`src/rtl/music_sequencer_pkg.sv`:
```
// Shared constants for the music sequencer: note frequencies, octave codes,
// tempo selections and the player state enumeration.
package music_pkg;

  // Player states
  typedef enum logic [1:0] {
    ST_IDLE  = 2'd0,
    ST_PLAY  = 2'd1,
    ST_PAUSE = 2'd2
  } state_t;

  // tempo_sel encodings
  localparam logic [1:0] TEMPO_X1     = 2'b00;
  localparam logic [1:0] TEMPO_X2     = 2'b01;
  localparam logic [1:0] TEMPO_HALF   = 2'b10;
  localparam logic [1:0] TEMPO_X1_ALT = 2'b11;

  // Octave field of a ROM entry
  localparam logic [1:0] OCT_BASE = 2'd0;
  localparam logic [1:0] OCT_UP   = 2'd1;
  localparam logic [1:0] OCT_DOWN = 2'd2;

  // Chromatic note indices (values above N_B are rests)
  localparam logic [3:0] N_C = 4'd0, N_CS = 4'd1, N_D = 4'd2, N_DS = 4'd3;
  localparam logic [3:0] N_E = 4'd4, N_F = 4'd5, N_FS = 4'd6, N_G = 4'd7;
  localparam logic [3:0] N_GS = 4'd8, N_A = 4'd9, N_AS = 4'd10, N_B = 4'd11;
  localparam logic [3:0] N_REST = 4'd12;

  // Base-octave frequencies in Hz and the out-of-audio-band silence code
  localparam logic [31:0] HZ_C = 32'd261, HZ_CS = 32'd277, HZ_D = 32'd293, HZ_DS = 32'd311;
  localparam logic [31:0] HZ_E = 32'd329, HZ_F = 32'd349, HZ_FS = 32'd369, HZ_G = 32'd392;
  localparam logic [31:0] HZ_GS = 32'd415, HZ_A = 32'd440, HZ_AS = 32'd466, HZ_B = 32'd493;
  localparam logic [31:0] SILENCE_HZ = 32'd20000;

  // Decode a 6-bit ROM entry {octave, note} into a frequency in Hz
  function automatic logic [31:0] note_to_hz(input logic [5:0] code);
    logic [31:0] base;
    logic [31:0] hz;
    case (code[3:0])
      N_C:     base = HZ_C;
      N_CS:    base = HZ_CS;
      N_D:     base = HZ_D;
      N_DS:    base = HZ_DS;
      N_E:     base = HZ_E;
      N_F:     base = HZ_F;
      N_FS:    base = HZ_FS;
      N_G:     base = HZ_G;
      N_GS:    base = HZ_GS;
      N_A:     base = HZ_A;
      N_AS:    base = HZ_AS;
      N_B:     base = HZ_B;
      default: base = SILENCE_HZ;
    endcase
    case (code[5:4])
      OCT_BASE: hz = base;
      OCT_UP:   hz = base << 1;
      OCT_DOWN: hz = base >> 1;
      default:  hz = SILENCE_HZ;
    endcase
    if (base == SILENCE_HZ) hz = SILENCE_HZ;
    return hz;
  endfunction

endpackage

```
`src/rtl/music_sequencer_song_rom.sv`:
```
// Combinational song table: channel 0 carries a 16-beat melody, channel 1 a
// bass line changing every two beats. Beats past the song end are silent.
module song_rom
  import music_pkg::*;
#(
  parameter int SONG_LEN = 108
) (
  input  logic [7:0]  ch,
  input  logic [7:0]  beat,
  output logic [31:0] freq
);

  logic [5:0] code;

  // Select the note entry for this channel and beat, then decode it
  always_comb begin
    code = {OCT_BASE, N_REST};
    if (ch == 8'd0) begin
      case (beat[3:0])
        4'd0:  code = {OCT_BASE, N_C};
        4'd1:  code = {OCT_BASE, N_E};
        4'd2:  code = {OCT_BASE, N_G};
        4'd3:  code = {OCT_UP,   N_C};
        4'd4:  code = {OCT_BASE, N_B};
        4'd5:  code = {OCT_BASE, N_G};
        4'd6:  code = {OCT_BASE, N_A};
        4'd7:  code = {OCT_BASE, N_REST};
        4'd8:  code = {OCT_BASE, N_F};
        4'd9:  code = {OCT_BASE, N_A};
        4'd10: code = {OCT_UP,   N_C};
        4'd11: code = {OCT_BASE, N_A};
        4'd12: code = {OCT_BASE, N_G};
        4'd13: code = {OCT_BASE, N_E};
        4'd14: code = {OCT_BASE, N_D};
        4'd15: code = {OCT_BASE, N_C};
      endcase
    end else if (ch == 8'd1) begin
      case (beat[3:1])
        3'd0: code = {OCT_DOWN, N_C};
        3'd1: code = {OCT_DOWN, N_G};
        3'd2: code = {OCT_DOWN, N_A};
        3'd3: code = {OCT_DOWN, N_E};
        3'd4: code = {OCT_DOWN, N_F};
        3'd5: code = {OCT_DOWN, N_C};
        3'd6: code = {OCT_DOWN, N_G};
        3'd7: code = {OCT_DOWN, N_C};
      endcase
    end
    if (int'(beat) >= SONG_LEN) freq = SILENCE_HZ;
    else freq = note_to_hz(code);
  end

endmodule

```
`src/rtl/music_sequencer.sv`:
```
// Beat sequencer: steps through the song ROM at a tempo-scaled tick rate,
// with play/pause/stop control, optional looping and per-channel muting.
module music_sequencer
  import music_pkg::*;
#(
  parameter int CLK_HZ        = 100_000_000,
  parameter int BEATS_PER_SEC = 8,
  parameter int SONG_LEN      = 108,
  parameter int NUM_CH        = 2
) (
  input  logic                  clk,
  input  logic                  rst,
  input  logic                  play,
  input  logic                  pause,
  input  logic                  stop,
  input  logic                  loop_en,
  input  logic [1:0]            tempo_sel,
  input  logic [NUM_CH-1:0]     ch_mute,
  output logic [7:0]            beat_num,
  output logic [32*NUM_CH-1:0]  tone,
  output logic                  playing,
  output logic                  done
);

  localparam int BASE_P = CLK_HZ / BEATS_PER_SEC;
  localparam int FAST_P = (BASE_P / 2 > 0) ? BASE_P / 2 : 1;
  localparam int SLOW_P = BASE_P * 2;
  localparam logic [7:0] LAST_BEAT = 8'(SONG_LEN - 1);

  state_t      state_reg, state_next;
  logic [31:0] cnt_reg;
  logic [7:0]  beat_reg;
  logic [1:0]  tempo_reg;
  logic        playing_reg;
  logic        done_reg;
  logic [31:0] period;
  logic        advance;
  logic        tick;
  logic        last_beat;
  logic        finish;

  // Beat length for the tempo latched at the last beat boundary
  always_comb begin
    case (tempo_reg)
      TEMPO_X1, TEMPO_X1_ALT: period = 32'(BASE_P);
      TEMPO_X2:               period = 32'(FAST_P);
      TEMPO_HALF:             period = 32'(SLOW_P);
      default:                period = 32'(BASE_P);
    endcase
  end

  // State register
  always_ff @(posedge clk) begin
    if (rst) state_reg <= ST_IDLE;
    else     state_reg <= state_next;
  end

  // Next-state logic; stop beats pause beats play
  always_comb begin
    state_next = state_reg;
    case (state_reg)
      ST_IDLE:  if (play && !pause && !stop) state_next = ST_PLAY;
      ST_PLAY: begin
        if (stop)                       state_next = ST_IDLE;
        else if (pause)                 state_next = ST_PAUSE;
        else if (finish)                state_next = ST_IDLE;
      end
      ST_PAUSE: begin
        if (stop)                       state_next = ST_IDLE;
        else if (!pause && play)        state_next = ST_PLAY;
      end
      default:                          state_next = ST_IDLE;
    endcase
  end

  // FSM outputs: counter advance, beat tick and one-shot completion
  always_comb begin
    advance   = (state_reg == ST_PLAY) && !stop && !pause;
    last_beat = (beat_reg == LAST_BEAT);
    tick      = advance && (cnt_reg == period - 32'd1);
    finish    = tick && last_beat && !loop_en;
  end

  // Tick counter, beat index, tempo latch and status flags
  always_ff @(posedge clk) begin
    if (rst) begin
      cnt_reg     <= '0;
      beat_reg    <= '0;
      tempo_reg   <= TEMPO_X1;
      playing_reg <= 1'b0;
      done_reg    <= 1'b0;
    end else begin
      done_reg    <= finish;
      playing_reg <= (state_next == ST_PLAY);
      if (state_next == ST_IDLE) begin
        cnt_reg  <= '0;
        beat_reg <= '0;
      end else if (tick) begin
        cnt_reg  <= '0;
        beat_reg <= last_beat ? 8'd0 : beat_reg + 8'd1;
      end else if (advance) begin
        cnt_reg <= cnt_reg + 32'd1;
      end
      // Tempo only changes while idle or exactly at a beat boundary
      if (state_reg == ST_IDLE || tick) tempo_reg <= tempo_sel;
    end
  end

  genvar gi;
  generate
    for (gi = 0; gi < NUM_CH; gi++) begin : g_ch
      logic [31:0] rom_hz;
      logic [31:0] tone_ch_reg;

      song_rom #(.SONG_LEN(SONG_LEN)) u_rom (
        .ch   (8'(gi)),
        .beat (beat_reg),
        .freq (rom_hz)
      );

      // Register the channel note, silencing it when not playing or muted
      always_ff @(posedge clk) begin
        if (rst) tone_ch_reg <= SILENCE_HZ;
        else if (state_reg == ST_PLAY && !ch_mute[gi]) tone_ch_reg <= rom_hz;
        else tone_ch_reg <= SILENCE_HZ;
      end

      assign tone[32*gi +: 32] = tone_ch_reg;
    end
  endgenerate

  assign beat_num = beat_reg;
  assign playing  = playing_reg;
  assign done     = done_reg;

endmodule
```
`config.mk`:
```
export PLATFORM = sky130hd
export DESIGN_NAME = music_sequencer
export DESIGN_NICKNAME = d
export VERILOG_FILES = /design/src/rtl/music_sequencer_pkg.sv /design/src/rtl/music_sequencer_song_rom.sv /design/src/rtl/music_sequencer.sv
export SDC_FILE = /design/constraint.sdc
export NUM_CORES = 1
export LEC_CHECK = 0
export CORE_MARGIN = 5
export CORE_UTILIZATION = 55
export CTS_CLUSTER_DIAMETER = 30
export CTS_CLUSTER_SIZE = 16
export DETAILED_ROUTE_END_ITERATION = 16
export PLACE_DENSITY_LB_ADDON = 0.1
export REMOVE_ABC_BUFFERS = 1
export SLEW_MARGIN = 20
export SYNTH_ARGS = -nofsm -noshare
export SYNTH_HDL_FRONTEND = slang
export SYNTH_SLANG_ARGS = --single-unit
```
`constraint.sdc`:
```
create_clock -name clk -period 7.4 [get_ports clk]
set_input_delay 1.11 -clock clk [delete_from_list [all_inputs] [get_ports clk]]
set_output_delay 1.11 -clock clk [all_outputs]
set_load 0.01 [all_outputs]
```
==> impl_metrics.ini, run 1 <==
[status]
outcome = completed

[floorplan]
start_util_pct = 55.8
core_region_area_um2 = 7650
boundaryPins = 84
dieWidth_um = 98.1
die_h_um = 98.1
num_rows = 32
die-area_um2 = 9610

[global_routing]
grt_pass1_vias = 2989
grtUsageTotal_pct = 16.9
grt_max_degree = 33
grt_pass1_wl_um = 13500
overflow = 0
antenna_found_initial = 0

[cts]
cts_tree = yes
clock_latency_ps = 350
h-tree-depth = 3
cts-root-buf = clkbuf_8
clkTransAtPathRegs_ps = 80
clockBufferDepth = 2
postCtsHoldBufs = 0
cts_setup_buffers = 0
ctsResizeCount = 0
clock-sinks = 79
numCtsBuffers = 9

[sta]
finalClockSkew_ps = 13.3
tns_ps = 0
hold_viol_final = 0
fmaxAchievable_mhz = 211
grt_setup_unrepaired = no
drv_slew = 0
period_share_pct = 63.9
min_period_ps = 4730
worst_pin_slew_ps = 1070
finalSetupViolations = 0
worst_slew_margin_rel_pct = 28.7

[final_layout]
antennaDiodeCount = 0
stdcell_area_um2 = 4800
drive_above_1_share_pct = 7.38
fill_cells = 691
fin_util_pct = 62.8
layout_commonest_cell = nor2_1
layout_common_cells = 87 x nor2_1, 79 x dfxtp_1, 48 x clkdlybuf4s50_1
fin_nets = 570
area_growth_syn_to_layout_pct = 12.6
largest_reg_flops = 32

[synth]
synth_ff_type = dfxtp_1
syn_area_um2 = 4260
synth_edf_count = 0
synth_cells = 499
synth_seq_cells = 79
avgSynthCellArea_um2 = 8.55
ys_seq_area_share_pct = 37.1
synth.distinct_cells = 62
ys_warn_count = 0
async_reset_ff_share_pct = 0

[worst_setup_path]
start_kind = input port
worstPathMaxFanout = 9
criticalPathCategory = in2reg
worstPathRequired_ps = 7640
cp_slowest_stage_delay_ps = 700
worst-path-buf-inv = 1
crit_path_end_kind = flop
cp_slowest_cell = mux2i_1
cp.arrival_ps = 4970
crit_family = simple AND/OR/NAND/NOR gates
path_cells = clkdlybuf4s50_1 -> nor4b_2 -> o211ai_1 -> nor4_2 -> and2b_1 -> mux2i_1 -> nor2_1 -> ha_1 -> nand3_1 -> o2bb2a_1 -> o211a_1

[power]
p_per_area_nw_per_um2 = 158
p_leak_nw = 1.76
combPwrFrac_pct = 4.5
power.share.clock_pct = 38.9
peakVddDrop_mv = 0.101
power.share.sequential_pct = 56.6
p_sw_mw = 0.186
p_int_mw = 0.572
p_sw_share_pct = 24.5

[route]
wl_um = 8030
route.met2.wl_um = 3790
viasPerCell = 5.11
num_vias = 3291
wl_met3_um = 528
wl_per_cell_um = 12.5
ant_nets = 0
top_layer = met4
firstDrtPassIters = 4
drtIter0Drc = 108
wl_met1_um = 3570
drcViolationCount = 0

[place]
hpwl_um = 6030
portBuffers = 48
post_dp_cell_area_um2 = 4620
gp_congestion = 0.837

[hold_path]
hp-class = reg2reg

[flow_run]
drv_cap = 0
-- layout make-up --
class	count	area, um^2	share of cell area [%]
Tap cell	102	128	2.66
Clock buffer	10	138	2.87
Clock inverter	6	45.0	0.938
Inverter	22	82.6	1.72
Timing Repair Buffer	48	480	10.0
Multi-Input combinational cell	377	2340	48.9
Sequential cell	79	1580	33.0
-- synthesized netlist by cell type (3+ instances only) --
library cell  count  share of area (%)
nand4_1          11                1.6
xor2_1           21                4.3
a211o_1           5                1.0
buf_2             4               0.47
o21ai_0          11                1.3
ha_1             23                6.7
nand3b_1          4               0.70
or3b_2            3               0.62
dfxtp_1          79                 37
nor3_1           11                1.3
a21oi_1          20                2.3
nor4_1            3               0.44
inv_1            22                1.9
clkbuf_1          9               0.79
and3_2            4               0.70
nand3_1          13                1.5
nand2_1          34                3.0
o211ai_1          3               0.53
buf_4            41                7.2
o21a_1            3               0.53
and3_1            6               0.88
xnor2_1          15                3.1
a211oi_1          7                1.2
nor4b_1           3               0.62
or4_1             4               0.70
mux2i_1           8                1.9
nor2_1           87                7.7
-- final timing paths --
kind                              startpoint                     to  slack, ps  depth (start not counted)
worst max-delay path                   pause  g_ch[0].u_rom.code[2]       2670                         11
worst min-delay path              cnt_reg[1]             cnt_reg[1]        480                          2
worst max register to register  tempo_reg[0]  g_ch[0].u_rom.code[2]       3350                         12
worst min register to register    cnt_reg[1]             cnt_reg[1]        480                          2
-- metal layers --
metal / up-vias / track usage [%]
met5: - / 0
met4: 0 / 6.92
met3: 11 / 5.21
met2: 89 / 27.8
met1: 1503 / 20.6
li1: 1688 / -
-- power by group through the flow --
stage	logic [mW]	registers, mW	clock network [mW]
floorplan	0.0182	0.440	0
global placement	0.0327	0.439	0
detailed placement	0.0331	0.439	0
CTS	0.0333	0.429	0.305
global route	0.0371	0.429	0.325
finish	0.0338	0.429	0.295
-- cells by family after synthesis --
logic type | after synthesis | synth area share, %
and+or+nand+nor | 206 | 24.6
DFF | 79 | 37.1
buffers and inverters | 79 | 11.1
AOI/OAI and AO/OA | 64 | 10.2
xor gates and xnor gates | 36 | 7.39
adders and majority gates | 23 | 6.75
muxes | 11 | 2.85
other | 1 | 0.0879
-- per-stage QoR --
stage          setup WS, ps  power [mW]  std cells  hold WS, ps
2_1_floorplan          3430       0.458        478          453
3_3_place_gp           2560       0.472        628          466
3_5_place_dp           2320       0.472        628          477
4_1_cts                2690       0.767        644          488
5_1_grt                2370       0.792        644          531
6_report               2670       0.757        644          483
-- worst reg2reg max path, delay by kind of cell, from the launching register on --
family	cells	cell delay (ps)
AND/OR/NAND/NOR	5	1390
flip-flops	1	390
buffers and inverters	1	80
AO/OA/AOI/OAI	3	650
multiplexers	1	710
adder cells (fa/ha/maj)	2	700
Power figures use the tool's default switching activity.
==> run 2, diff against run 1 <==
- CORE_UTILIZATION: 55 -> 52
- clock period: 7.4 -> 4.5 ns (I/O delays scaled with it)
==> run 2 against run 1 <==
Compared with the run above:
- sequential power increased by 64%
- sequential share of layout area shrank 0.38 points
- critical path type unchanged
- critical path depth is the same
- critical endpoint unchanged
- largest power group unchanged
==> impl_metrics.ini, run 2 (synthesis results as in run 1) <==
[global_routing]
grt_max_degree = 33
grt_pass1_wl_um = 13800
grt_pass1_vias = 3015
grtUsageTotal_pct = 16.7
overflow = 0
antenna_found_initial = 0

[sta]
drv_slew = 0
worst_pin_slew_ps = 709
fmaxAchievable_mhz = 273
grt_setup_unrepaired = no
hold_viol_final = 0
period_share_pct = 81.3
finalSetupViolations = 0
min_period_ps = 3660
setup_ws_ps = 842
tns_ps = 0
worst_slew_margin_rel_pct = 52.1
finalClockSkew_ps = 11.3

[floorplan]
dieWidth_um = 101
die-area_um2 = 10100
core_region_area_um2 = 8090
num_rows = 33
die_h_um = 101
boundaryPins = 84
start_util_pct = 52.7

[final_layout]
layout_common_cells = 87 x nor2_1, 79 x dfxtp_1, 48 x clkdlybuf4s50_1
area_growth_syn_to_layout_pct = 13.9
regArea_um2 = 1580
layout_commonest_cell = nor2_1
antennaDiodeCount = 0
drive_above_1_share_pct = 8.56
multi_input_area_um2 = 2340
stdcell_count = 654
fin_util_pct = 60.0
fin_nets = 577
stdcell_area_um2 = 4860
largest_reg_flops = 32
fill_cells = 773

[flow_run]
drv_cap = 0

[cts]
clock_latency_ps = 350
clockBufferDepth = 2
postCtsHoldBufs = 0
numCtsBuffers = 9
h-tree-depth = 3
cts_tree = yes
cts-root-buf = clkbuf_8
clkTransAtPathRegs_ps = 80
clock-sinks = 79
ctsResizeCount = 0
cts_setup_buffers = 0

[worst_setup_path]
crit_path_end_kind = flop
path_cells = clkdlybuf4s50_1 -> nor4b_2 -> nand4_1 -> or4_4 -> nor4_4 -> o21a_1 -> nor2_1 -> ha_1 -> nand3_1 -> o2bb2a_1 -> o211a_1
cp_slowest_cell = or4_4
worstPathMaxFanout = 9
r2r-start = cnt_reg[26]
start_kind = input port
crit_family = simple AND/OR/NAND/NOR gates
worst-path-buf-inv = 1
criticalPathCategory = in2reg
worstPathRequired_ps = 4740
cp.arrival_ps = 3900
crit_path_start = pause
cp_slowest_stage_delay_ps = 550

[place]
gp_congestion = 0.856
place_inst = 638
post_dp_cell_area_um2 = 4670
hpwl_um = 6110
preCtsSetupSlack_ps = 517
portBuffers = 48

[hold_path]
hp-start = cnt_reg[1]
hp-class = reg2reg

[power]
p_per_area_nw_per_um2 = 256
p_leak_nw = 1.80
peakVddDrop_mv = 0.161

[route]
drcViolationCount = 0
num_vias = 3301
firstDrtPassIters = 4
wl_per_cell_um = 12.4
ant_nets = 0
drtIter0Drc = 168
viasPerCell = 5.05
wl_um = 8130

[status]
outcome = completed
## run 2: cell types whose count changed in the layout (fill, tap and decap cells not counted)
cell / delta
buf_4: +7
## run 2: layout make-up
class                      instances  area share [%]
clock buffer                      10            2.83
clock inverter                     6           0.928
inverter                          22            1.70
multi-input combinational        377            48.3
sequential                        79            32.6
tap                              105            2.71
timing repair buffer              55            11.0
## run 2: metal layers
layer / routed length (um) / vias up / global-route usage [%] / share of wire [%]
li1: - / 1710 / - / -
met1: 3670 / 1518 / 20.8 / 45
met2: 3980 / 69 / 27.8 / 49
met3: 418 / 4 / 4.71 / 5.1
met4: 67 / 0 / 5.60 / 0.82
met5: 0 / - / 0 / 0
## run 2: power by group
group | internal, mW | switching (mW)
combinational | 0.0217 | 0.0348
sequential | 0.702 | 0.00310
clock | 0.217 | 0.264
## run 2: worst paths after layout
path | to | slack [ps] | cells after the start
max | g_ch[0].u_rom.code[2] | 840 | 11
min | cnt_reg[1] | 480 | 2
max reg2reg | g_ch[0].u_rom.code[2] | 850 | 10
min reg2reg | cnt_reg[1] | 480 | 2
## run 2: worst register-to-register path: stages (launching register included)
cell	delay [ps]
dfxtp_1	350
or4_1	510
or4_1	510
or4_4	580
nor4_4	260
o21a_1	360
nor2_1	180
ha_1	320
nand3_1	60
o2bb2a_1	300
o211a_1	130
## run 2: metrics by stage
| stage | total power, mW | hold WS (ps) |
|---|---|---|
| floorplan | 0.753 | 453 |
| global placement | 0.777 | 461 |
| detailed placement | 0.778 | 470 |
| CTS | 1.26 | 482 |
| global route | 1.30 | 514 |
| finish | 1.24 | 478 |
==> run 3, diff against run 2 <==
- clock period: 4.5 -> 3.4 ns (I/O delays scaled with it)
==> run 3 against run 2 <==
Compared with the run above:
- total power is 43% higher
- global-route usage rose by 0.37 points
- final cell count is 2.4% higher
- sequential cell count unchanged
- clock skew grew 2.8 ps
- largest cell class unchanged
==> impl_metrics.ini, run 3 (synthesis results as in run 1) <==
[place]
gp_congestion = 0.878
portBuffers = 48
hpwl_um = 6320

[status]
outcome = completed

[sta]
worst_pin_slew_ps = 690
fmaxAchievable_mhz = 310
worst_slew_margin_rel_pct = 53.5
finalSetupViolations = 0
tns_ps = 0
period_share_pct = 95.0
hold-worst-slack_ps = 482
min_period_ps = 3230
finalClockSkew_ps = 14.2
drv_slew = 0
hold_viol_final = 0

[worst_setup_path]
worst-path-buf-inv = 0
path_cells = or4_1 -> or4_1 -> or4_4 -> nor4_4 -> o21a_1 -> nor2_1 -> ha_1 -> nand3_1 -> o2bb2a_1 -> o211a_1
worstPathMaxFanout = 4
crit_family = simple AND/OR/NAND/NOR gates
crit_cells = 10
cp_common_cell = or4_1
start_kind = flop
crit_path_end_kind = flop
crit_path_start = cnt_reg[26]
criticalPathCategory = reg2reg
worstPathRequired_ps = 3650
cp.arrival_ps = 3480
reg2reg_depth = 10
cp_slowest_cell = or4_4
crit_end = g_ch[0].u_rom.code[2]
r2r_slack_ps = 170
cp_slowest_stage_delay_ps = 560
r2r-start = cnt_reg[26]
regToRegEndpoint = g_ch[0].u_rom.code[2]

[cts]
clkTransAtPathRegs_ps = 90
clock_latency_ps = 350
numCtsBuffers = 9
h-tree-depth = 3
clockBufferDepth = 2
cts_tree = yes
cts-root-buf = clkbuf_8
clock-sinks = 79

[final_layout]
largest_reg_flops = 32
fin_nets = 594
layout_common_cells = 87 x nor2_1, 78 x dfxtp_1, 48 x clkdlybuf4s50_1
fill_cells = 741
layout_commonest_cell = nor2_1
antennaDiodeCount = 0
area_growth_syn_to_layout_pct = 18.1
drive_above_1_share_pct = 11.5

[floorplan]
num_rows = 33
core_region_area_um2 = 8090
start_util_pct = 52.7
die-area_um2 = 10100
dieWidth_um = 101
boundaryPins = 84
die_h_um = 101

[route]
drcViolationCount = 0
wl_per_cell_um = 12.5
num_vias = 3375
viasPerCell = 5.04
firstDrtPassIters = 5
ant_nets = 0
drtIter0Drc = 104
wl_um = 8410

[power]
peakVddDrop_mv = 0.232
p_sw_mw = 0.387
power.share.sequential_pct = 52.5
p_sw_share_pct = 21.7
p_per_area_nw_per_um2 = 353
p_int_mw = 1.39
power.share.clock_pct = 43.1
p_leak_nw = 1.91
combPwrFrac_pct = 4.4

[global_routing]
antenna_found_initial = 0
grtUsageTotal_pct = 17.1
overflow = 0
grt_pass1_wl_um = 14100
grt_max_degree = 33
grt_pass1_vias = 3106

[hold_path]
hp-class = reg2reg

[flow_run]
drv_cap = 0
[run 3: changes by cell type in the layout (fill, tap and decap cells not counted), sizes merged]
cell and change:
buf +17, clkinvlp -3, bufinv +2, clkinv +1
inv -1
[run 3: how the worst min path moves through the flow]
stage / startpoint / endpoint / slack, ps / cells past startpoint
after floorplan: cnt_reg[1] / cnt_reg[1] / 450 / 2
after global routing: cnt_reg[1] / cnt_reg[1] / 500 / 2
final: cnt_reg[1] / cnt_reg[1] / 480 / 2
after global placement: cnt_reg[1] / cnt_reg[1] / 460 / 2
after detailed placement: cnt_reg[1] / cnt_reg[1] / 480 / 2
after CTS: cnt_reg[1] / cnt_reg[1] / 480 / 2
[run 3: metrics by stage]
| step | instances | instance area [um^2] | setup slack (ps) | util, % | power (mW) |
|---|---|---|---|---|---|
| global placement | 653 | 4800 | 2.42 | 59.3 | 1.03 |
| finish | 670 | 5040 | 170 | 62.2 | 1.78 |
| detailed placement | 653 | 4800 | -48.3 | 59.3 | 1.03 |
| global route | 670 | 5040 | -4.80 | 62.2 | 1.86 |
| CTS | 668 | 5020 | 135 | 62.0 | 1.80 |
| floorplan | 478 | 4010 | -137 | - | 0.997 |
[run 3: per-layer routing]
layer	global-route usage (%)	part of all wire, %	up-vias	wire, um
met5	0	0	-	0
met2	29.0	49	72	4090
li1	-	-	1742	-
met3	3.53	4.6	12	389
met1	20.6	45	1549	3770
met4	7.88	1.8	0	153
[run 3: worst min-delay path, stage by stage (launching register included)]
cell and delay (ps):
dfxtp_1 330, nand2_1 60, a21oi_1 50
[run 3: layout make-up]
cell class / instances / area (um^2) / area share, %
Tap cell: 105 / 131 / 2.61
Sequential cell: 79 / 1580 / 31.4
Multi-Input combinational cell: 377 / 2350 / 46.6
Inverter: 22 / 82.6 / 1.64
Clock buffer: 10 / 138 / 2.73
Timing Repair Buffer: 72 / 673 / 13.4
Clock inverter: 5 / 82.6 / 1.64
[run 3: timing repair]
item / 4_1_cts / 5_1_grt
buffers inserted: 0 / 2
gates resized for setup: 0 / 2
endpoints found under the setup margin: 0 / 1
hold buffers: 0 / 0
[run 3: power by group through the flow]
stage | combinational [mW] | clock [mW] | sequential (mW)
floorplan | 0.0396 | 0 | 0.957
global placement | 0.0763 | 0 | 0.955
detailed placement | 0.0769 | 0 | 0.956
CTS | 0.0772 | 0.790 | 0.934
global route | 0.0861 | 0.836 | 0.935
finish | 0.0784 | 0.766 | 0.934
